File: config.mk
export PLATFORM = sky130hd
export DESIGN_NAME = nr_beamformer
export DESIGN_NICKNAME = d
export VERILOG_FILES = /design/src/rtl/nr_beamformer.sv
export SDC_FILE = /design/constraint.sdc
export NUM_CORES = 1
export LEC_CHECK = 0
export ABC_AREA = 1
export CORE_ASPECT_RATIO = 0.6
export CORE_MARGIN = 2
export CORE_UTILIZATION = 48
export DETAILED_ROUTE_END_ITERATION = 6
export PLACE_DENSITY = 0.73
export SETUP_SLACK_MARGIN = 0.2
export SLEW_MARGIN = 20
export SYNTH_ARGS = -nofsm -noshare
export SYNTH_HDL_FRONTEND = slang
export SYNTH_SLANG_ARGS = --single-unit
File: constraint.sdc
create_clock -name clk -period 1.2 [get_ports clk]
set_clock_uncertainty 0.1 [all_clocks]
set_input_delay 0.18 -clock clk [delete_from_list [all_inputs] [get_ports clk]]
set_output_delay 0.18 -clock clk [all_outputs]
set_load 0.1 [all_outputs]
File: src/rtl/nr_beamformer.sv
// Single-branch beamforming weight stage: 3-stage complex multiply by a fixed Q1.7 weight, round, then saturate or wrap.
// Define BEAMFORMER_SAT_EN to saturate the output to [-128, +127]; otherwise the result wraps (bits [14:7] of the rounded sum).
module nr_beamformer #(
  parameter logic signed [7:0] W_I = 8'sd64,
  parameter logic signed [7:0] W_Q = 8'sd0
) (
  input  logic        clk,
  input  logic        rst,
  input  logic [15:0] data_in,
  output logic [15:0] data_out
);

  localparam logic signed [15:0] WIExt = {{8{W_I[7]}}, W_I};
  localparam logic signed [15:0] WQExt = {{8{W_Q[7]}}, W_Q};

  // Adds the half-LSB rounding constant and shifts back to Q1.7.
  function automatic logic [7:0] roundOut(input logic signed [16:0] sum);
    logic signed [16:0] shifted;
    shifted = (sum + 17'sd64) >>> 7;
`ifdef BEAMFORMER_SAT_EN
    if (shifted > 17'sd127) begin
      return 8'h7F;
    end else if (shifted < -17'sd128) begin
      return 8'h80;
    end else begin
      return shifted[7:0];
    end
`else
    return 8'(shifted);
`endif
  endfunction

  logic        [15:0] sample_q;
  logic signed [15:0] iExt, qExt;
  logic signed [15:0] iwi_d, qwq_d, iwq_d, qwi_d;
  logic signed [15:0] iwi_q, qwq_q, iwq_q, qwi_q;
  logic signed [16:0] reSum, imSum;
  logic        [15:0] out_d, out_q;

  assign iExt = {{8{sample_q[15]}}, sample_q[15:8]};
  assign qExt = {{8{sample_q[7]}},  sample_q[7:0]};

  always_comb begin
    iwi_d = iExt * WIExt;
    qwq_d = qExt * WQExt;
    iwq_d = iExt * WQExt;
    qwi_d = qExt * WIExt;
  end

  // 17 bits covers the worst-case sum of two 16-bit products plus the rounding constant.
  always_comb begin
    reSum = {iwi_q[15], iwi_q} - {qwq_q[15], qwq_q};
    imSum = {iwq_q[15], iwq_q} + {qwi_q[15], qwi_q};
    out_d = {roundOut(reSum), roundOut(imSum)};
  end

  always_ff @(posedge clk or negedge rst) begin
    if (!rst) begin
      sample_q <= '0;
      iwi_q    <= '0;
      qwq_q    <= '0;
      iwq_q    <= '0;
      qwi_q    <= '0;
      out_q    <= '0;
    end else begin
      sample_q <= data_in;
      iwi_q    <= iwi_d;
      qwq_q    <= qwq_d;
      iwq_q    <= iwq_d;
      qwi_q    <= qwi_d;
      out_q    <= out_d;
    end
  end

  assign data_out = out_q;

endmodule

==> metrics.log <==
INFO  metric finalNonFillerCells = 204
INFO  metric grt_pass1_vias = 1028
INFO  metric fin_ws = 0.0151 ns
INFO  metric antenna_cells_inserted = 0
INFO  metric synthesis.area = 1540 um2
INFO  metric crit_arrival = 0.90 ns
INFO  metric detailedRoute.firstIterationViolations = 48
INFO  metric critPathBufInv = 1
INFO  metric design.die.area = 3680 um2
INFO  metric most_frequent_cells_in_the_layout = dfrtp_1 (29), dfrtp_2 (19), buf_12 (17)
INFO  metric detail_route.first_pass.iterations = 4
INFO  metric slew_viol_final = 0
INFO  metric critPathLaunchType = flop
INFO  metric dp_cells = 190
INFO  metric yosysTopAreaCellShare = 0.782
INFO  metric timing.rr.start = iwi_q[7]
INFO  metric final_global_route_overflow_total = 0
INFO  metric setup_total_negative_slack = 0 ns
INFO  metric initial_core_util = 0.518
INFO  metric cpMaxStageDelayCell = dfrtp_2
INFO  metric die_h = 47.8 um
INFO  metric fp.coreArea = 2970 um2
INFO  metric final_nets = 181
INFO  metric nFillCells = 143
INFO  metric layout_worst_path_cycle_share = 0.987
INFO  metric clkSinkCount = 48
INFO  metric io-pin-count = 34
INFO  metric grt_util_all_layers = 0.188
INFO  metric clock_pin_transition_on_the_worst_setup_and_hold_timing_paths = 0.09 ns
INFO  metric fmaxAchievable = 0.844 GHz
INFO  metric max_slew_margin = 0.778
INFO  metric post_dp_cell_area = 2140 um2
INFO  metric clock_tree.htree_level_count = 2
INFO  metric crit_path_cell_trace = buf_12
INFO  metric worst_pin_slew = 0.332 ns
INFO  metric area_delta_synth_final = 60.8%
INFO  metric yosysSeqAreaShare = 0.782
INFO  metric drive_gt1_frac = 0.549
INFO  metric data_required_time_at_the_worst_endpoint = 0.92 ns
INFO  metric drt_drc_violations_left = 0
INFO  metric stdcell_area = 2470 um2
INFO  metric synth_area_leader_cell = dfrtp_1
INFO  metric route.detailed.wl_per_inst = 17.1 um
INFO  metric ys_top_cells_by_area = dfrtp_1 (78%), nand2_1 (5.1%), inv_1 (2.4%), nor2_1 (2.0%), ha_1 (1.6%)
INFO  metric setup.reg_to_reg.worst_slack = 0.03 ns
INFO  metric postSynthNetCount = 132
INFO  metric critical_path.max_stage_delay = 0.43 ns
INFO  metric cells_after_synthesis = 112
INFO  metric drv_cap = 0
INFO  metric timing_hold_violations_final = 0
INFO  metric cts_inserted_buffers = 5
INFO  metric mostFrequentLayoutCell = dfrtp_1
INFO  metric fp-row-count = 15
INFO  metric portBuffers = 33
INFO  metric leakage = 1.08 nW
INFO  metric post-layout-total-power = 3.69 mW
INFO  metric clock_tree.root_cell = clkbuf_8
INFO  metric cp-startpoint = data_out[0]
INFO  metric dp_hpwl = 1810 um
INFO  metric postSynthRegisterBits = 48
INFO  metric num_vias = 993
INFO  metric crit_type = flop to primary output
INFO  metric power.ir.vdd_worst = 1.45 mV
INFO  metric final_period_minus_worst_setup_slack = 1.18 ns
INFO  metric final_core_utilization = 0.832
INFO  metric clock_latency_on_the_worst_skew_pair = 0.30 ns
INFO  metric cts.path.max_buffers = 2
INFO  metric cts_tree = yes
INFO  metric timing.critical_path.fanout_max = 1
INFO  metric detailedPlace.worstSlack = 0.0416 ns
INFO  metric outcome = finished, final reports clean
INFO  metric routabilityCongestion = 0.762
INFO  metric synth.avg_cell_area = 13.7 um2
INFO  metric yosys_warnings = 0
INFO  metric ff2ff_path_depth = 6
INFO  metric setup_viol_count_final = 0
INFO  metric timing.critical_path.to_type = primary output
INFO  metric grt_max_degree = 22
INFO  metric vias_cell = 4.87
INFO  metric grt_setup_unrepaired = true
INFO  metric r2r-end = data_out[13]
INFO  metric critical_path.top_delay_family = flip-flops
INFO  metric route.antenna.remaining_nets = 0
INFO  metric hold_path_class = primary input to asynchronous set/reset pin
INFO  metric hold_slack = 0.202 ns
INFO  metric antenna_found_initial = 0
INFO  metric die_x = 77.0 um
INFO  metric synth_unique_cells = 15
INFO  metric power_per_cell_area = 1500 nW/um2
INFO  metric totalWireLength = 3480 um
INFO  metric grt_pass1_wl = 4760 um
## worst reg2reg max path, cell delays in order (launching register included)
cell     delay, ns
dfrtp_1       0.42
ha_4          0.19
nand2_4       0.07
inv_4         0.09
nand2_2       0.05
nand2_1       0.07
nand2_1       0.07
## cells in the mapped netlist, drive strengths merged
master,count
o21ai,3
nand2,24
xnor2,2
nor2,13
nand3,5
xor2,2
nand3b,1
inv,10
ha,2
a21oi,2
dfrtp,48
## cell families after synthesis
kind of cell	synth area share
buffers and inverters	0.0245
flip-flops	0.782
AO/OA/AOI/OAI	0.0163
AND/OR/NAND/NOR	0.138
adder cells (fa/ha/maj)	0.0163
XOR/XNOR	0.0228
## routing by layer
layer,wire (um),vias up,global-route usage
li1,-,440,-
met1,1370,496,0.214
met2,1790,46,0.316
met3,215,11,0.0679
met4,107,0,0.132
met5,0,-,0
## power breakdown
part	internal [mW]	switching, mW
registers	1.72	0.0861
logic	0.274	0.429
clock network	0.628	0.558
total	2.62	1.07
## worst max path at each step
stage | to | slack [ns] | depth (start not counted)
2_1_floorplan | data_out[5] | 0.15 | 4
3_3_place_gp | data_out[5] | 0.12 | 4
3_5_place_dp | data_out[5] | 0.04 | 4
4_1_cts | data_out[0] | 0.01 | 1
5_1_grt | data_out[13] | -0.01 | 6
6_report | data_out[0] | 0.02 | 1
## flip-flops by register name, indices dropped and copies added (netlist names)
name / count
data_out: 16
iwi_q: 8
qwi_q: 8
sample_q: 16
## timing repair
item,in CTS,in global routing
buffers inserted,4,1
pin swaps,9,14
endpoints found under the setup margin,25,30
hold buffers,1,0
resized for setup,10,32
hold endpoints to repair,48,0
## final cells by class
class                           count  area [um2]  area share
Sequential cell                    48        1220       0.496
Timing Repair Buffer               42         583       0.236
Multi-Input combinational cell     54         453       0.183
Clock buffer                        5        68.8      0.0279
Tap cell                           42        52.6      0.0213
Clock inverter                      3        46.3      0.0188
Inverter                           10        40.0      0.0162
No activity file was read; power rests on OpenSTA's default activity.
==> RTL edit 1, RTL diff (config.mk and constraints unchanged) <==
Put one more register stage on the output `data_out`, cleared by the reset. The value now appears one clock later.
--- a/src/rtl/nr_beamformer.sv
+++ b/src/rtl/nr_beamformer.sv
@@ -72,7 +72,13 @@
     end
   end
 
-  assign data_out = out_q;
+  always_ff @(posedge clk or negedge rst) begin
+    if (!rst) begin
+      data_out <= '0;
+    end else begin
+      data_out <= out_q;
+    end
+  end
 
 endmodule
 
Behaviour: not the same (Yosys sat finds a counterexample within 4 cycles, from zero or initial values and one cycle with rst low).
==> RTL edit 1 against the unedited design <==
  * The flow now finishes with violations (setup timing)
  * Synthesized area is 26% higher
  * Combinational power increased by 2%
  * Power grew 27%
  * Sequential cell count is 16 higher
  * Design area increased by 18%
  * Worst setup slack worse by 0.048 ns
  * Critical endpoint is now out_q[11]
  * Critical path type is now reg2reg
  * Non-clock buffer count rose by 2
  * Cell count up 15%
  * Routed wire length is 9.3% higher
==> RTL edit 1: results <==
[yosys]
seq_area_frac_synth_pct = 82.7
yosys-top-cells-count = dfrtp_1 (64), nand2_1 (21), inv_1 (10)
syn_nets = 148
synth.top_cells.by_area = dfrtp_1 (83%), nand2_1 (4.1%), inv_1 (1.9%)

[final_layout]
fin_cells = 234
seq_share_pct = 55.7
nClkBuffers = 14
drive_gt1_share_pct = 47.6
areaGrowthSynthToFinish_pct = 51.0
fillers = 178
buffer_area_share_pct = 21.0
multi_input_area_um2 = 415
nNonClkBuffers = 44

[setup_path]
slowest_stage = dfrtp_1
cp_max_fo = 3

[clock_network]
cts_made_buffers = 9

[status]
violations = setup timing
run_status = finished, violations left

[sta]
setup_ws_ns = -0.0332
hold_slack_ns = 0.182
finalSetupViolations = 3

[placed_design]
dp_hpwl_um = 1970
place_inst = 210
gp_congestion = 0.862

[power_and_ir_drop]
ir_drop_v = 0.000923
leakagePower_uw = 0.00130

[detailed_routing]
routedWlPerCell_um = 16.2
vias = 1155
wl_met1_um = 1560

[grt]
grt_pass1_vias = 1104
grtUsageTotal_pct = 17.0

[min_path]
hp-class = in2reg
==> RTL edit 1: changes by cell type after synthesis <==
cell,change
dfrtp_1,+16
==> RTL edit 1: worst max path at each step <==
| stage | start | end | cells past startpoint |
|---|---|---|---|
| 4_1_cts | data_out[14] | data_out[14] | 1 |
| 3_5_place_dp | qwi_q[7] | out_q[5] | 4 |
| 2_1_floorplan | qwi_q[7] | out_q[5] | 4 |
| 3_3_place_gp | qwi_q[7] | out_q[5] | 4 |
| 5_1_grt | iwi_q[7] | out_q[11] | 4 |
| 6_report | iwi_q[7] | out_q[11] | 4 |
==> RTL edit 1: logic make-up (layout without fill, tap and decap cells) <==
logic type	count (synthesis)	in the layout	share of synthesized area, %
XOR/XNOR	4	4	1.81
adder cells (fa/ha/maj)	2	2	1.29
AND/OR/NAND/NOR	43	43	10.9
buffers and inverters	10	69	1.94
AO/OA/AOI/OAI	5	5	1.29
flip-flops	64	64	82.7
==> RTL edit 1: layer usage <==
layer / up-vias / GRT usage [%]
li1: 507 / -
met1: 566 / 19.4
met2: 67 / 26.0
met3: 15 / 10.1
met4: 0 / 7.67
met5: - / 0
==> RTL edit 1: what timing repair did <==
action / CTS / global route
endpoints found under the setup margin: 26 / 30
buffers inserted: 3 / 5
endpoints found under the hold margin: 64 / 0
pin swaps: 14 / 19
hold buffers: 1 / 0
resized for setup: 14 / 20
==> RTL edit 1: report_power, final <==
part | internal [uW] | switching, uW
registers | 2300 | 91.7
logic | 280 | 438
clock network | 850 | 719
==> RTL edit 1: worst reg2reg max path: cells and delay by family, from the launching register on <==
| kind | cells | cell delay (ns) |
|---|---|---|
| adder cells (fa/ha/maj) | 1 | 0.24 |
| flip-flops | 1 | 0.42 |
| AND/OR/NAND/NOR | 2 | 0.21 |
| XOR/XNOR | 1 | 0.19 |
==> RTL edit 2, RTL diff (same flow settings) <==
Without the edit above. The parameter `W_I` goes from 8'sd64 to 8'sd48.
--- a/src/rtl/nr_beamformer.sv
+++ b/src/rtl/nr_beamformer.sv
@@ -1,7 +1,7 @@
 // Single-branch beamforming weight stage: 3-stage complex multiply by a fixed Q1.7 weight, round, then saturate or wrap.
 // Define BEAMFORMER_SAT_EN to saturate the output to [-128, +127]; otherwise the result wraps (bits [14:7] of the rounded sum).
 module nr_beamformer #(
-  parameter logic signed [7:0] W_I = 8'sd64,
+  parameter logic signed [7:0] W_I = 8'sd48,
   parameter logic signed [7:0] W_Q = 8'sd0
 ) (
   input  logic        clk,
Behaviour: not the same (Yosys sat finds a counterexample within 4 cycles, from zero or initial values and one cycle with rst low).
==> RTL edit 2 against the unedited design <==
  * The flow now finishes with violations (setup timing)
  * Synthesized area increased by 54%
  * Cell count is 86% higher
  * Power increased by 80%
  * Count of clock-buffer cells in the layout is 1 higher
  * Routed wire length grew 75%
  * Worst setup slack worse by 0.73 ns
  * Sequential cell count up 2
  * Design area up 61%
  * Clock power is 15% lower
  * Via count up 91%
  * Largest cell class is now multi-input gates
==> RTL edit 2: results <==
[clock_network]
insertion_delay_ns = 0.32
cts.sinks = 50
clk_transition_reported_paths_ns = 0.10
cts_buffer_depth = 2

[yosys]
synth_ff_type = dfrtp_1
synth_cell_type_count = 20
yosys-top-cells-count = nand2_1 (63), dfrtp_1 (50), ha_1 (27)
synth.top_cells.by_area = dfrtp_1 (53%), ha_1 (14%), nand2_1 (10%)
seq_area_frac_synth_pct = 52.8
syn_nets = 279

[final_layout]
clkCellAreaFrac_pct = 2.20
fillers = 231
seq_area_um2 = 1280
drive_gt1_share_pct = 51.4
diodes = 0
buffer_area_share_pct = 22.4
nNonClkBuffers = 77
inverters = 23
nClkBuffers = 6
final_nets = 363
multi_input_area_um2 = 1560
multiInputCombCellCount = 159

[detailed_routing]
vias = 1897
drt_wl_total_um = 6100
drt_iter0_drc = 88
postRouteAntennaNets = 0
dr.pass1.iters = 4
drc = 0

[grt]
grt_pass1_vias = 1830
grt_pass1_wl_um = 8810
grt_max_degree = 51
grtUsageTotal_pct = 21.4

[setup_path]
cp_max_fo = 3
r2r_cells = 9
r2r_end = iwi_q[12]
reg2reg_from = sample_q[9]

[placed_design]
dpl_cell_area_um2 = 3340
dp_hpwl_um = 3220
pre_cts_ws_ns = -0.604
gp_congestion = 0.772

[power_and_ir_drop]
ir_drop_v = 0.000938
leakagePower_uw = 0.00182
switching_share_pct = 42.1

[sta]
hold_slack_ns = 0.186
slew_headroom_pct = 82.9
finalSetupViolations = 25
setup-tns-final_ns = -8.69
setup_ws_ns = -0.711

[min_path]
worst_hold_path.endpoint = sample_q[14]
hp-class = in2reg

[status]
violations = setup timing
run_status = finished, violations left

[floorplan]
rows = 19
[RTL edit 2: cell count changes after synthesis, sizes merged, moves of 2 or more]
| cell | unedited run | this run |
|---|---|---|
| nand4 | 0 | 2 |
| xor2 | 2 | 10 |
| dfrtp | 48 | 50 |
| ha | 2 | 27 |
| nand3b | 1 | 4 |
| nand3 | 5 | 18 |
| o21ai | 3 | 1 |
| xnor2 | 2 | 7 |
| nand2 | 24 | 64 |
| a21oi | 2 | 4 |
| or2 | 0 | 5 |
| fa | 0 | 2 |
| inv | 10 | 23 |
[RTL edit 2: cells by family after synthesis]
family | synth area share [%]
adder cells (fa/ha/maj) | 15.9
flip-flops | 52.8
AND/OR/NAND/NOR | 20.3
XOR/XNOR | 6.28
buffers and inverters | 3.64
AO/OA/AOI/OAI | 1.06
[RTL edit 2: timing repair]
item / in CTS / in global routing
buffers inserted: 10 / 9
endpoints found under the hold margin: 50 / 0
resized for setup: 48 / 32
hold buffers: 1 / 0
pin swaps: 25 / 24
endpoints found under the setup margin: 46 / 47
[RTL edit 2: critical path: stages, from the launching register on]
cell and delay (ns):
dfrtp_1 0.43, ha_4 0.26, ha_4 0.16, fa_2 0.37, nand2_2 0.09, nand2_2 0.09
nand3b_1 0.13, nand2_1 0.07, nand2_1 0.06, nand2_1 0.05
[RTL edit 2: worst max-delay path by stage]
stage | cells past startpoint | to | slack [ns] | from
2_1_floorplan | 8 | iwi_q[12] | -0.51 | sample_q[10]
3_3_place_gp | 8 | iwi_q[12] | -0.54 | sample_q[10]
3_5_place_dp | 9 | qwi_q[12] | -0.60 | sample_q[1]
4_1_cts | 9 | qwi_q[12] | -0.60 | sample_q[1]
5_1_grt | 9 | iwi_q[12] | -0.75 | sample_q[9]
6_report | 9 | iwi_q[12] | -0.71 | sample_q[9]
[RTL edit 2: power groups by stage]
stage / Combinational (uW) / Sequential (uW) / Clock [uW]
final: 3320 / 2320 / 1010
after global placement: 2680 / 2280 / 0
after CTS: 3010 / 2290 / 997
after detailed placement: 2720 / 2300 / 0
after floorplan: 583 / 3310 / 0
after global routing: 3460 / 2350 / 1100
[RTL edit 2: routing by layer]
layer  wire (um)  global-route usage, %
met5           0                      0
met4          87                   7.66
met3         282                   4.87
met2        2860                   32.2
met1        2860                   30.8
[RTL edit 2: through the flow]
| step | total power, uW | util, % | cells |
|---|---|---|---|
| floorplan | 3900 | - | 232 |
| CTS | 6290 | 80.7 | 371 |
| global placement | 4960 | 71.8 | 352 |
| global route | 6910 | 85.4 | 380 |
| finish | 6650 | 85.4 | 380 |
| detailed placement | 5020 | 71.8 | 352 |
